`src/rtl/wb_arbiter_if.sv`:
```
// Writeback arbiter bus: three requester valid/ready result channels plus the
// two registered register-file write ports driven by the arbiter.
interface wb_arbiter_if;
    logic [2:0]  req_valid;
    logic [14:0] req_rd;
    logic [95:0] req_data;
    logic [2:0]  req_ready;

    logic [4:0]  wreg0;
    logic [31:0] wdata0;
    logic        wen0;
    logic [4:0]  wreg1;
    logic [31:0] wdata1;
    logic        wen1;

    modport slave (
        input  req_valid, req_rd, req_data,
        output req_ready,
        output wreg0, wdata0, wen0,
        output wreg1, wdata1, wen1
    );

    modport master (
        output req_valid, req_rd, req_data,
        input  req_ready,
        input  wreg0, wdata0, wen0,
        input  wreg1, wdata1, wen1
    );
endinterface

```
`src/rtl/wb_arbiter.sv`:
```
// Two-port writeback arbiter for ALU/LSU/MULDIV results: rotating priority with a
// starvation override. Define WB_ARB_STATS_EN to add the statistics counters.
module wb_arbiter #(
    parameter int unsigned STARVE_MAX = 7
) (
    input  logic        clk,
    input  logic        reset_n,
    wb_arbiter_if.slave bus
`ifdef WB_ARB_STATS_EN
    ,
    input  logic [1:0]  stat_sel,
    output logic [31:0] stat_count
`endif
);
    localparam int N = 3;
    localparam logic [3:0] STARVE_LIM = 4'(STARVE_MAX);

    logic [4:0]   rd   [N];
    logic [31:0]  data [N];
    logic [N-1:0] valid;
    logic [N-1:0] eligible;
    logic [N-1:0] zero_rd;
    logic [N-1:0] starved;
    logic [N-1:0] grant_vec;
    logic [N-1:0] ready;

    logic [3:0]   wait_q [N];
    logic [3:0]   wait_d [N];
    logic [1:0]   rr_q;
    logic [1:0]   rr_d;
    logic [1:0]   order [N];

    logic         g0_vld;
    logic         g1_vld;
    logic [1:0]   g0_idx;
    logic [1:0]   g1_idx;
    logic [1:0]   skips;

    logic         wen0_q;
    logic         wen1_q;
    logic [4:0]   wreg0_q;
    logic [4:0]   wreg1_q;
    logic [31:0]  wdata0_q;
    logic [31:0]  wdata1_q;

    assign valid = bus.req_valid;

    genvar gi;
    generate
        for (gi = 0; gi < N; gi++) begin : g_req
            assign rd[gi]        = bus.req_rd[5*gi +: 5];
            assign data[gi]      = bus.req_data[32*gi +: 32];
            assign starved[gi]   = (wait_q[gi] == STARVE_LIM);
            assign eligible[gi]  = valid[gi] && (rd[gi] != 5'd0);
            assign zero_rd[gi]   = valid[gi] && (rd[gi] == 5'd0);
            assign grant_vec[gi] = (g0_vld && (g0_idx == 2'(gi))) ||
                                   (g1_vld && (g1_idx == 2'(gi)));
            // x0 writes are discarded, so they are acknowledged without a port
            assign ready[gi]     = reset_n && (zero_rd[gi] || grant_vec[gi]);
        end
    endgenerate

    assign bus.req_ready = ready;

    // Candidate order: starved requesters by index, then the rotation from rr_q.
    always_comb begin
        logic [1:0] slot;
        logic [2:0] sum;
        logic [1:0] j;
        slot = 2'd0;
        sum  = 3'd0;
        j    = 2'd0;
        for (int k = 0; k < N; k++) begin
            order[k] = 2'(k);
        end
        for (int i = 0; i < N; i++) begin
            if (starved[i]) begin
                order[slot] = 2'(i);
                slot        = slot + 2'd1;
            end
        end
        for (int k = 0; k < N; k++) begin
            sum = {1'b0, rr_q} + 3'(k);
            j   = (sum >= 3'd3) ? 2'(sum - 3'd3) : sum[1:0];
            if (!starved[j]) begin
                order[slot] = j;
                slot        = slot + 2'd1;
            end
        end
    end

    always_comb begin
        logic [1:0] c;
        c      = 2'd0;
        g0_vld = 1'b0;
        g0_idx = 2'd0;
        g1_vld = 1'b0;
        g1_idx = 2'd0;
        skips  = 2'd0;
        for (int s = 0; s < N; s++) begin
            c = order[s];
            if (eligible[c]) begin
                if (!g0_vld) begin
                    g0_vld = 1'b1;
                    g0_idx = c;
                end else if (!g1_vld) begin
                    // Never issue two writes to one register in the same cycle
                    if (rd[c] == rd[g0_idx]) begin
                        skips = skips + 2'd1;
                    end else begin
                        g1_vld = 1'b1;
                        g1_idx = c;
                    end
                end
            end
        end
    end

    function automatic logic [1:0] next_idx(input logic [1:0] x);
        return (x == 2'd2) ? 2'd0 : x + 2'd1;
    endfunction

    always_comb begin
        rr_d = rr_q;
        if (g1_vld) begin
            rr_d = next_idx(g1_idx);
        end else if (g0_vld) begin
            rr_d = next_idx(g0_idx);
        end
    end

    always_comb begin
        for (int i = 0; i < N; i++) begin
            if (!valid[i] || ready[i]) begin
                wait_d[i] = 4'd0;
            end else if (wait_q[i] == STARVE_LIM) begin
                wait_d[i] = wait_q[i];
            end else begin
                wait_d[i] = wait_q[i] + 4'd1;
            end
        end
    end

    always_ff @(posedge clk) begin
        if (!reset_n) begin
            rr_q     <= 2'd0;
            for (int i = 0; i < N; i++) begin
                wait_q[i] <= 4'd0;
            end
            wen0_q   <= 1'b0;
            wreg0_q  <= 5'd0;
            wdata0_q <= 32'd0;
            wen1_q   <= 1'b0;
            wreg1_q  <= 5'd0;
            wdata1_q <= 32'd0;
        end else begin
            rr_q     <= rr_d;
            for (int i = 0; i < N; i++) begin
                wait_q[i] <= wait_d[i];
            end
            wen0_q   <= g0_vld;
            wreg0_q  <= g0_vld ? rd[g0_idx]   : 5'd0;
            wdata0_q <= g0_vld ? data[g0_idx] : 32'd0;
            wen1_q   <= g1_vld;
            wreg1_q  <= g1_vld ? rd[g1_idx]   : 5'd0;
            wdata1_q <= g1_vld ? data[g1_idx] : 32'd0;
        end
    end

    assign bus.wen0   = wen0_q;
    assign bus.wreg0  = wreg0_q;
    assign bus.wdata0 = wdata0_q;
    assign bus.wen1   = wen1_q;
    assign bus.wreg1  = wreg1_q;
    assign bus.wdata1 = wdata1_q;

`ifdef WB_ARB_STATS_EN
    logic [31:0] stat_q [3];
    logic [31:0] stat_d [3];

    // 0: port grants, 1: cycles with a denied valid request, 2: same-rd skips
    always_comb begin
        stat_d[0] = stat_q[0] + 32'(g0_vld) + 32'(g1_vld);
        stat_d[1] = stat_q[1] + 32'(|(valid & ~ready));
        stat_d[2] = stat_q[2] + 32'(skips);
    end

    always_ff @(posedge clk) begin
        if (!reset_n) begin
            for (int i = 0; i < 3; i++) begin
                stat_q[i] <= 32'd0;
            end
        end else begin
            for (int i = 0; i < 3; i++) begin
                stat_q[i] <= stat_d[i];
            end
        end
    end

    always_comb begin
        case (stat_sel)
            2'd0:    stat_count = stat_q[0];
            2'd1:    stat_count = stat_q[1];
            2'd2:    stat_count = stat_q[2];
            default: stat_count = 32'd0;
        endcase
    end
`endif
endmodule

```
`src/flat_wrapper.sv`:
```
// flat-port wrapper written by rule: the top's interface ports become plain ports
module wb_arbiter_flat 
#(
    parameter int unsigned STARVE_MAX = 7
)
  (clk, reset_n, bus_req_valid, bus_req_rd, bus_req_data, bus_req_ready, bus_wreg0, bus_wdata0, bus_wen0, bus_wreg1, bus_wdata1, bus_wen1);
  wb_arbiter_if bus_i ();
  input  logic clk;
  input  logic reset_n;
  input wire logic [$bits(bus_i.req_valid)-1:0] bus_req_valid;
  input wire logic [$bits(bus_i.req_rd)-1:0] bus_req_rd;
  input wire logic [$bits(bus_i.req_data)-1:0] bus_req_data;
  output wire logic [$bits(bus_i.req_ready)-1:0] bus_req_ready;
  output wire logic [$bits(bus_i.wreg0)-1:0] bus_wreg0;
  output wire logic [$bits(bus_i.wdata0)-1:0] bus_wdata0;
  output wire logic [$bits(bus_i.wen0)-1:0] bus_wen0;
  output wire logic [$bits(bus_i.wreg1)-1:0] bus_wreg1;
  output wire logic [$bits(bus_i.wdata1)-1:0] bus_wdata1;
  output wire logic [$bits(bus_i.wen1)-1:0] bus_wen1;
  assign bus_i.req_valid = bus_req_valid;
  assign bus_i.req_rd = bus_req_rd;
  assign bus_i.req_data = bus_req_data;
  assign bus_req_ready = bus_i.req_ready;
  assign bus_wreg0 = bus_i.wreg0;
  assign bus_wdata0 = bus_i.wdata0;
  assign bus_wen0 = bus_i.wen0;
  assign bus_wreg1 = bus_i.wreg1;
  assign bus_wdata1 = bus_i.wdata1;
  assign bus_wen1 = bus_i.wen1;
  wb_arbiter #(.STARVE_MAX(STARVE_MAX)) u_core (.clk(clk), .reset_n(reset_n), .bus(bus_i));
endmodule
```
`config.mk`:
```
export PLATFORM = sky130hd
export DESIGN_NAME = wb_arbiter_flat
export DESIGN_NICKNAME = d
export VERILOG_FILES = /design/src/rtl/wb_arbiter_if.sv /design/src/rtl/wb_arbiter.sv /design/src/flat_wrapper.sv
export SDC_FILE = /design/constraint.sdc
export NUM_CORES = 1
export LEC_CHECK = 0
export CORE_ASPECT_RATIO = 2
export CORE_MARGIN = 2
export CORE_UTILIZATION = 30
export DETAILED_ROUTE_END_ITERATION = 10
export DONT_BUFFER_PORTS = 1
export GPL_TIMING_DRIVEN = 0
export PLACE_DENSITY = 0.53
export SLEW_MARGIN = 10
export SYNTH_ARGS = -nofsm -noshare
export SYNTH_HDL_FRONTEND = slang
export SYNTH_SLANG_ARGS = --single-unit
```
`constraint.sdc`:
```
create_clock -name clk -period 6 [get_ports clk]
set_input_delay 0.6 -clock clk [delete_from_list [all_inputs] [get_ports clk]]
set_output_delay 0.6 -clock clk [all_outputs]
set_load 0.03 [all_outputs]
```
==> flow_metrics.py, run 1 <==
metrics = {
    "floorplanning": {
        "coreArea_um2": 19730,
        "start_util": 0.3021,
        "die_w_um": 103.7,
        "dieHeight_um": 203.3,
        "ios": 195,
        "rows": 73,
        "fp.dieArea_um2": 21080,
    },
    "global_route": {
        "grt_first_pass_wirelength_um": 35940,
        "antenna_found_initial": 0,
        "grt_pass1_vias": 6235,
        "grt_use_total": 0.2174,
        "grt.overflow.total": 0,
        "grt_max_degree": 18,
    },
    "yosys": {
        "synth_cell_types": 92,
        "ys_ff_latch": 90,
        "yosysTopAreaCellShare": 0.3023,
        "ys.flop_type": "dfxtp_1",
        "synth.area.top_cells": "dfxtp_1 (30%), a22oi_1 (10%), a21oi_1 (6.6%)",
        "avgSynthCellArea_um2": 8.360,
        "yosysWarnings": 0,
        "synthesis.area_um2": 5961,
        "ys_seq_area_frac": 0.3023,
        "syn_inst": 713,
        "synth_area_leader_cell": "dfxtp_1",
        "synth_fp_nets": 844,
        "synth-edff-count": 0,
        "async_flop_share": 0,
    },
    "cells_and_area": {
        "nNetsFinal": 907,
        "multi_input_area_um2": 4214,
        "mostFrequentLayoutCell": "nand2_1",
        "nFillCells": 2052,
        "seq_area_um2": 1809,
        "drive_gt1_frac": 0.2907,
        "antenna_cells": 0,
        "areaGrowthSynthToFinish_pct": 25.88,
        "fin_area_um2": 7503,
        "layout_common_cells": "nand2_1 (100), dfxtp_1 (86), a22oi_1 (80)",
    },
    "clocking": {
        "cts_tree": "done",
        "clkSinkCount": 90,
        "ctsHoldBuffers": 0,
        "clock_latency_ns": 0.36,
        "path_clk_slew_ns": 0.08,
        "cts_root_buffer": "clkbuf_16",
        "cts.path.max_buffers": 2,
        "cts_htree_levels": 3,
        "cts_made_buffers": 9,
    },
    "min_path": {
        "min_path_type": "in -> reg",
        "holdPathStages": 2,
        "min-delay-start": "bus_req_data[6]",
        "hold_path_end": "u_core.bus.wdata1[6]",
    },
    "placed_design": {
        "dp_hpwl_um": 17900,
        "port-buffer-count": 0,
        "dpl_cell_area_um2": 6289,
        "dpl_worst_slack_ns": -1.257,
        "gp_congestion": 0.8780,
    },
    "job": {
        "drv_cap": 0,
    },
    "setup_path": {
        "end_kind": "output pin",
        "r2r_end": "u_core.bus.wdata1[22]",
        "crit_chain": "ha_4, and3b_1, buf_6, ha_4, xnor2_4, buf_6, ha_4, inv_2, a221o_1, a211oi_2, nand3_1, mux2_4, a211oi_4, a21oi_2, or4_4, a22o_4, o31a_4, a221oi_4, a31o_4, nor3_4, o31a_1",
        "rr_startpoint": "u_core.wait_q[0][4]",
        "max_stage_delay_ns": 0.50,
        "cp.required_ns": 5.40,
        "critPathLaunchType": "register",
        "cpMostUsedCell": "ha_4",
        "crit_type": "reg -> out",
        "critPathSlowestCell": "or4_4",
        "r2r_slack_ns": 0.19,
        "reg2reg_depth": 28,
        "worstPathMaxFanout": 5,
        "worstPathArrival_ns": 5.53,
    },
    "power": {
        "sw_frac_of_total": 0.5250,
        "pwr-share-seq": 0.266,
        "internal_power_mw": 2.538,
        "p_clk_frac": 0.113,
        "max-vdd-ir-drop_uv": 283.8,
        "p_per_area_nw_per_um2": 712.2,
        "netSwitchingPower_mw": 2.806,
        "p_comb_frac": 0.622,
        "leakagePower_nw": 2.795,
    },
    "drt": {
        "first_iter_violations": 376,
        "num_vias": 6074,
        "viasPerCell": 5.824,
        "ant_nets": 0,
        "dr.pass1.iters": 6,
        "routed_wl_um": 23480,
        "wl_per_cell_um": 22.52,
        "post-route-drc-count": 0,
    },
    "status": {
        "status": "finished, violations left",
        "violations": "negative setup slack",
    },
    "sta": {
        "fmax_ghz": 0.1631,
        "clock_skew_ns": 0.008526,
        "rsz0062_at_grt": "true",
        "period_minus_slack_ns": 6.132,
        "final_max_slew_viol_count": 0,
        "setup_ws_ns": -0.1321,
        "post-route-period-util": 1.022,
        "setup_viol_count_final": 3,
        "finalHoldViolations": 0,
        "fin_tns_setup_ns": -0.2546,
        "relSlewSlack": 0.5922,
        "worst_pin_slew_ns": 0.6117,
    },
}
synthesized netlist by cell type, types with 3 or more instances:
master     instances
a211o_1            6
nor2_1            29
nor2b_1            7
nand2b_1           5
ha_1              15
nor3_2             3
a211oi_1           3
a21oi_1           79
or4_1              5
o21ai_1            4
nand2_1          103
inv_1             16
o221ai_1           5
nand3_1           18
o21a_1             4
mux2i_1           11
buf_2             14
xnor2_1            3
buf_6              5
buf_4              7
and2_1            17
o21ai_0           18
nor3_1             6
o211ai_1          11
a22o_1             5
a21o_1             3
clkbuf_1          19
mux2_2             8
inv_2              3
a22oi_1           81
a21oi_2           20
a211oi_2           4
o2111ai_1          4
dfxtp_1           90
nor4_1             4
nand4_1            8
how the worst max path moves through the flow:
stage,from,endpoint,slack [ns],cells past startpoint
floorplan,u_core.wait_q[0][4],bus_req_ready[0],0.13,23
global placement,u_core.wait_q[0][4],bus_req_ready[1],-1.25,22
detailed placement,u_core.wait_q[0][4],bus_req_ready[1],-1.26,22
CTS,u_core.wait_q[0][4],bus_req_ready[0],-0.15,24
global route,u_core.wait_q[0][4],bus_req_ready[0],-0.31,21
finish,u_core.wait_q[0][4],bus_req_ready[0],-0.13,21
critical path: cells and delay by family, from the launching register on:
kind	cells	cell delay (ns)
AOI/OAI and AO/OA	9	2.61
and+or+nand+nor	4	0.85
adders and majority gates	3	0.62
DFF	1	0.35
buffers and inverters	3	0.31
muxes	1	0.29
xor gates and xnor gates	1	0.14
metrics by stage:
stage          hold slack, ns  utilization  total power [mW]  instances
4_1_cts                0.3527       0.3654             5.108       1027
3_5_place_dp           0.4713       0.3187             4.220        975
5_1_grt                0.3660       0.3803             5.674       1043
6_report               0.3645       0.3803             5.344       1043
2_1_floorplan          0.4481            -             3.488        713
3_3_place_gp           0.4646       0.3187             4.217        975
timing repair:
item                                    CTS  global route
cloned                                    0             0
pin swaps                                21            19
buffers inserted                         37            16
gates resized for setup                  69            39
endpoints found under the setup margin   93             4
power by group through the flow:
stage / clock (mW) / sequential (mW) / combinational, mW
floorplan: 0 / 1.38 / 2.11
global placement: 0 / 1.44 / 2.78
detailed placement: 0 / 1.43 / 2.79
CTS: 0.613 / 1.42 / 3.07
global route: 0.631 / 1.44 / 3.61
finish: 0.603 / 1.42 / 3.32
flip-flops by register name, indices dropped and copies added, names as in the netlist:
signal,flops
u_core.bus.wdata0,32
u_core.bus.wdata1,32
u_core.wait_q,12
u_core.bus.wreg0,5
u_core.bus.wreg1,5
u_core.rr_q,2
u_core.bus.wen0,1
u_core.bus.wen1,1
layout make-up:
| cell class | instances | share of cell area |
|---|---|---|
| Sequential cell | 90 | 0.2411 |
| Multi-Input combinational cell | 556 | 0.5616 |
| Timing Repair Buffer | 53 | 0.05953 |
| Clock buffer | 9 | 0.03001 |
| Tap cell | 262 | 0.04369 |
| Clock inverter | 7 | 0.01117 |
| Buffer | 47 | 0.04235 |
| Inverter | 19 | 0.01051 |
routing by layer:
layer | track usage | part of all wire
met1 | 0.1893 | 0.31
met4 | 0.1308 | 0.060
met3 | 0.04986 | 0.065
met2 | 0.4392 | 0.57
met5 | 0 | 0
cell families after synthesis:
group	Yosys count	share of synthesized area
AOI/OAI and AO/OA	279	0.3411
xor gates and xnor gates	5	0.01050
adders and majority gates	15	0.03149
buffers and inverters	67	0.06150
DFF	90	0.3023
muxes	24	0.04786
and+or+nand+nor	233	0.2053
No activity file was read; power rests on OpenSTA's default activity.
==> inputs of run 2 (changes only) <==
==> constraint.sdc (replaced) <==
create_clock -name clk -period 5.2 [get_ports clk]
set_input_delay 0.52 -clock clk [delete_from_list [all_inputs] [get_ports clk]]
set_output_delay 0.52 -clock clk [all_outputs]
set_load 0.03 [all_outputs]
==> run 2 against run 1 <==
The flow still finishes with violations (negative setup slack). Sequential cell count stayed put. Total power grew 30%. Non-clock buffer count is 19 higher. Critical path depth rose by 4. Count of clock-buffer cells in the layout is the same.
==> flow_metrics.py, run 2 (same netlist as run 1, synthesis figures left out) <==
metrics = {
    "cells_and_area": {
        "layout_common_cells": "nand2_1 (99), dfxtp_1 (85), a22oi_1 (76)",
        "areaGrowthSynthToFinish_pct": 34.93,
        "drive_gt1_frac": 0.3463,
        "multi_input_area_um2": 4370,
        "final_util": 0.4077,
        "antenna_cells": 0,
        "nNetsFinal": 926,
        "nFillCells": 2005,
        "seq_area_um2": 1813,
        "mostFrequentLayoutCell": "nand2_1",
    },
    "clocking": {
        "cts_tree": "done",
        "cts.path.max_buffers": 2,
        "clock_latency_ns": 0.38,
        "path_clk_slew_ns": 0.08,
        "cts_root_buffer": "clkbuf_16",
        "clkSinkCount": 90,
        "cts_made_buffers": 9,
        "cts_htree_levels": 3,
    },
    "global_route": {
        "grt_max_degree": 19,
        "grt.overflow.total": 0,
        "antenna_found_initial": 0,
        "grt_first_pass_wirelength_um": 35440,
        "grt_pass1_vias": 6026,
        "grt_use_total": 0.2196,
    },
    "setup_path": {
        "crit_type": "reg -> out",
        "cp.required_ns": 4.68,
        "end_kind": "output pin",
        "critPathTopFamily": "compound AO/OA/AOI/OAI gates",
        "path_buf_inv": 6,
        "critPathLaunchType": "register",
        "worstPathArrival_ns": 5.54,
        "worstPathMaxFanout": 8,
        "max_stage_delay_ns": 0.48,
        "critPathSlowestCell": "or4b_4",
    },
    "sta": {
        "period_minus_slack_ns": 6.059,
        "post-route-period-util": 1.165,
        "final_max_slew_viol_count": 0,
        "clock_skew_ns": 0.01146,
        "rsz0062_at_grt": "true",
        "relSlewSlack": 0.5931,
        "worst_pin_slew_ns": 0.6092,
        "fmax_ghz": 0.1650,
        "setup_viol_count_final": 49,
        "setup_ws_ns": -0.8592,
        "finalHoldViolations": 0,
    },
    "floorplanning": {
        "rows": 73,
        "coreArea_um2": 19730,
        "start_util": 0.3021,
        "die_w_um": 103.7,
        "ios": 195,
        "fp.dieArea_um2": 21080,
        "dieHeight_um": 203.3,
    },
    "job": {
        "drv_cap": 0,
    },
    "drt": {
        "first_iter_violations": 436,
        "num_vias": 6158,
        "viasPerCell": 5.798,
        "routed_wl_um": 24440,
        "dr.pass1.iters": 5,
        "ant_nets": 0,
        "wl_per_cell_um": 23.01,
        "post-route-drc-count": 0,
    },
    "placed_design": {
        "dp_hpwl_um": 18160,
        "port-buffer-count": 0,
        "gp_congestion": 0.8855,
    },
    "status": {
        "status": "finished, violations left",
        "violations": "negative setup slack",
    },
    "power": {
        "p_per_area_nw_per_um2": 860.5,
        "leakagePower_nw": 3.044,
        "finalPower_mw": 6.921,
        "max-vdd-ir-drop_uv": 387.2,
    },
    "min_path": {
        "min_path_type": "in -> reg",
    },
}
==> run 2: report_power, final <==
group	total [mW]	switching, mW	internal [mW]
Sequential	1.64	0.660	0.985
Clock	0.667	0.330	0.338
Combinational	4.61	2.53	2.08
Total	6.92	3.52	3.40
==> run 2: area by class of cell <==
| class | instances | area share |
|---|---|---|
| multi-input combinational | 556 | 0.5434 |
| sequential | 90 | 0.2254 |
| timing repair buffer | 72 | 0.09194 |
| buffer | 47 | 0.05196 |
| tap | 262 | 0.04076 |
| clock buffer | 9 | 0.02800 |
| inverter | 19 | 0.009801 |
| clock inverter | 7 | 0.008712 |
==> run 2: path summary, 6_finish.rpt <==
check / startpoint / end / slack [ns] / cells past startpoint
max reg2reg: u_core.wait_q[0][5] / u_core.bus.wdata1[19] / -0.62 / 31
min: bus_req_data[11] / u_core.bus.wdata1[11] / 0.27 / 2
max: u_core.wait_q[0][0] / bus_req_ready[0] / -0.86 / 25
min reg2reg: u_core.wait_q[0][5] / u_core.wait_q[0][5] / 0.48 / 2
==> run 2: stage by stage <==
step	cells	area, um2	hold slack (ns)	setup TNS (ns)	setup WS, ns
after global placement	975	6392	0.4691	-69.69	-1.293
final	1062	8043	0.2745	-22.97	-0.8592
after CTS	1040	7656	0.2665	-10.56	-0.8286
after global routing	1062	8043	0.2769	-35.62	-1.037
after detailed placement	975	6392	0.4676	-70.07	-1.265
after floorplan	713	6065	0.4481	-0.3808	-0.2350
==> run 2: worst reg2reg max path: cells and delay by family (launching register included) <==
family / cells / cell delay [ns]
AOI/OAI and AO/OA: 7 / 1.36
adders and majority gates: 3 / 0.70
buffers and inverters: 13 / 1.54
DFF: 1 / 0.36
muxes: 3 / 0.77
and+or+nand+nor: 5 / 1.01
==> run 2: layer usage <==
layer | vias to the layer above | share of wire | track usage
li1 | 2843 | - | -
met1 | 2963 | 0.30 | 0.1767
met2 | 266 | 0.58 | 0.4525
met3 | 86 | 0.058 | 0.05529
met4 | 0 | 0.064 | 0.1424
met5 | - | 0 | 0
==> run 2: what timing repair did <==
| item | in CTS | in global routing |
|---|---|---|
| endpoints found under the setup margin | 93 | 93 |
| pin swaps | 25 | 31 |
| hold buffers | 0 | 0 |
| cloned | 5 | 0 |
| gates resized for setup | 108 | 68 |
| buffers inserted | 46 | 24 |
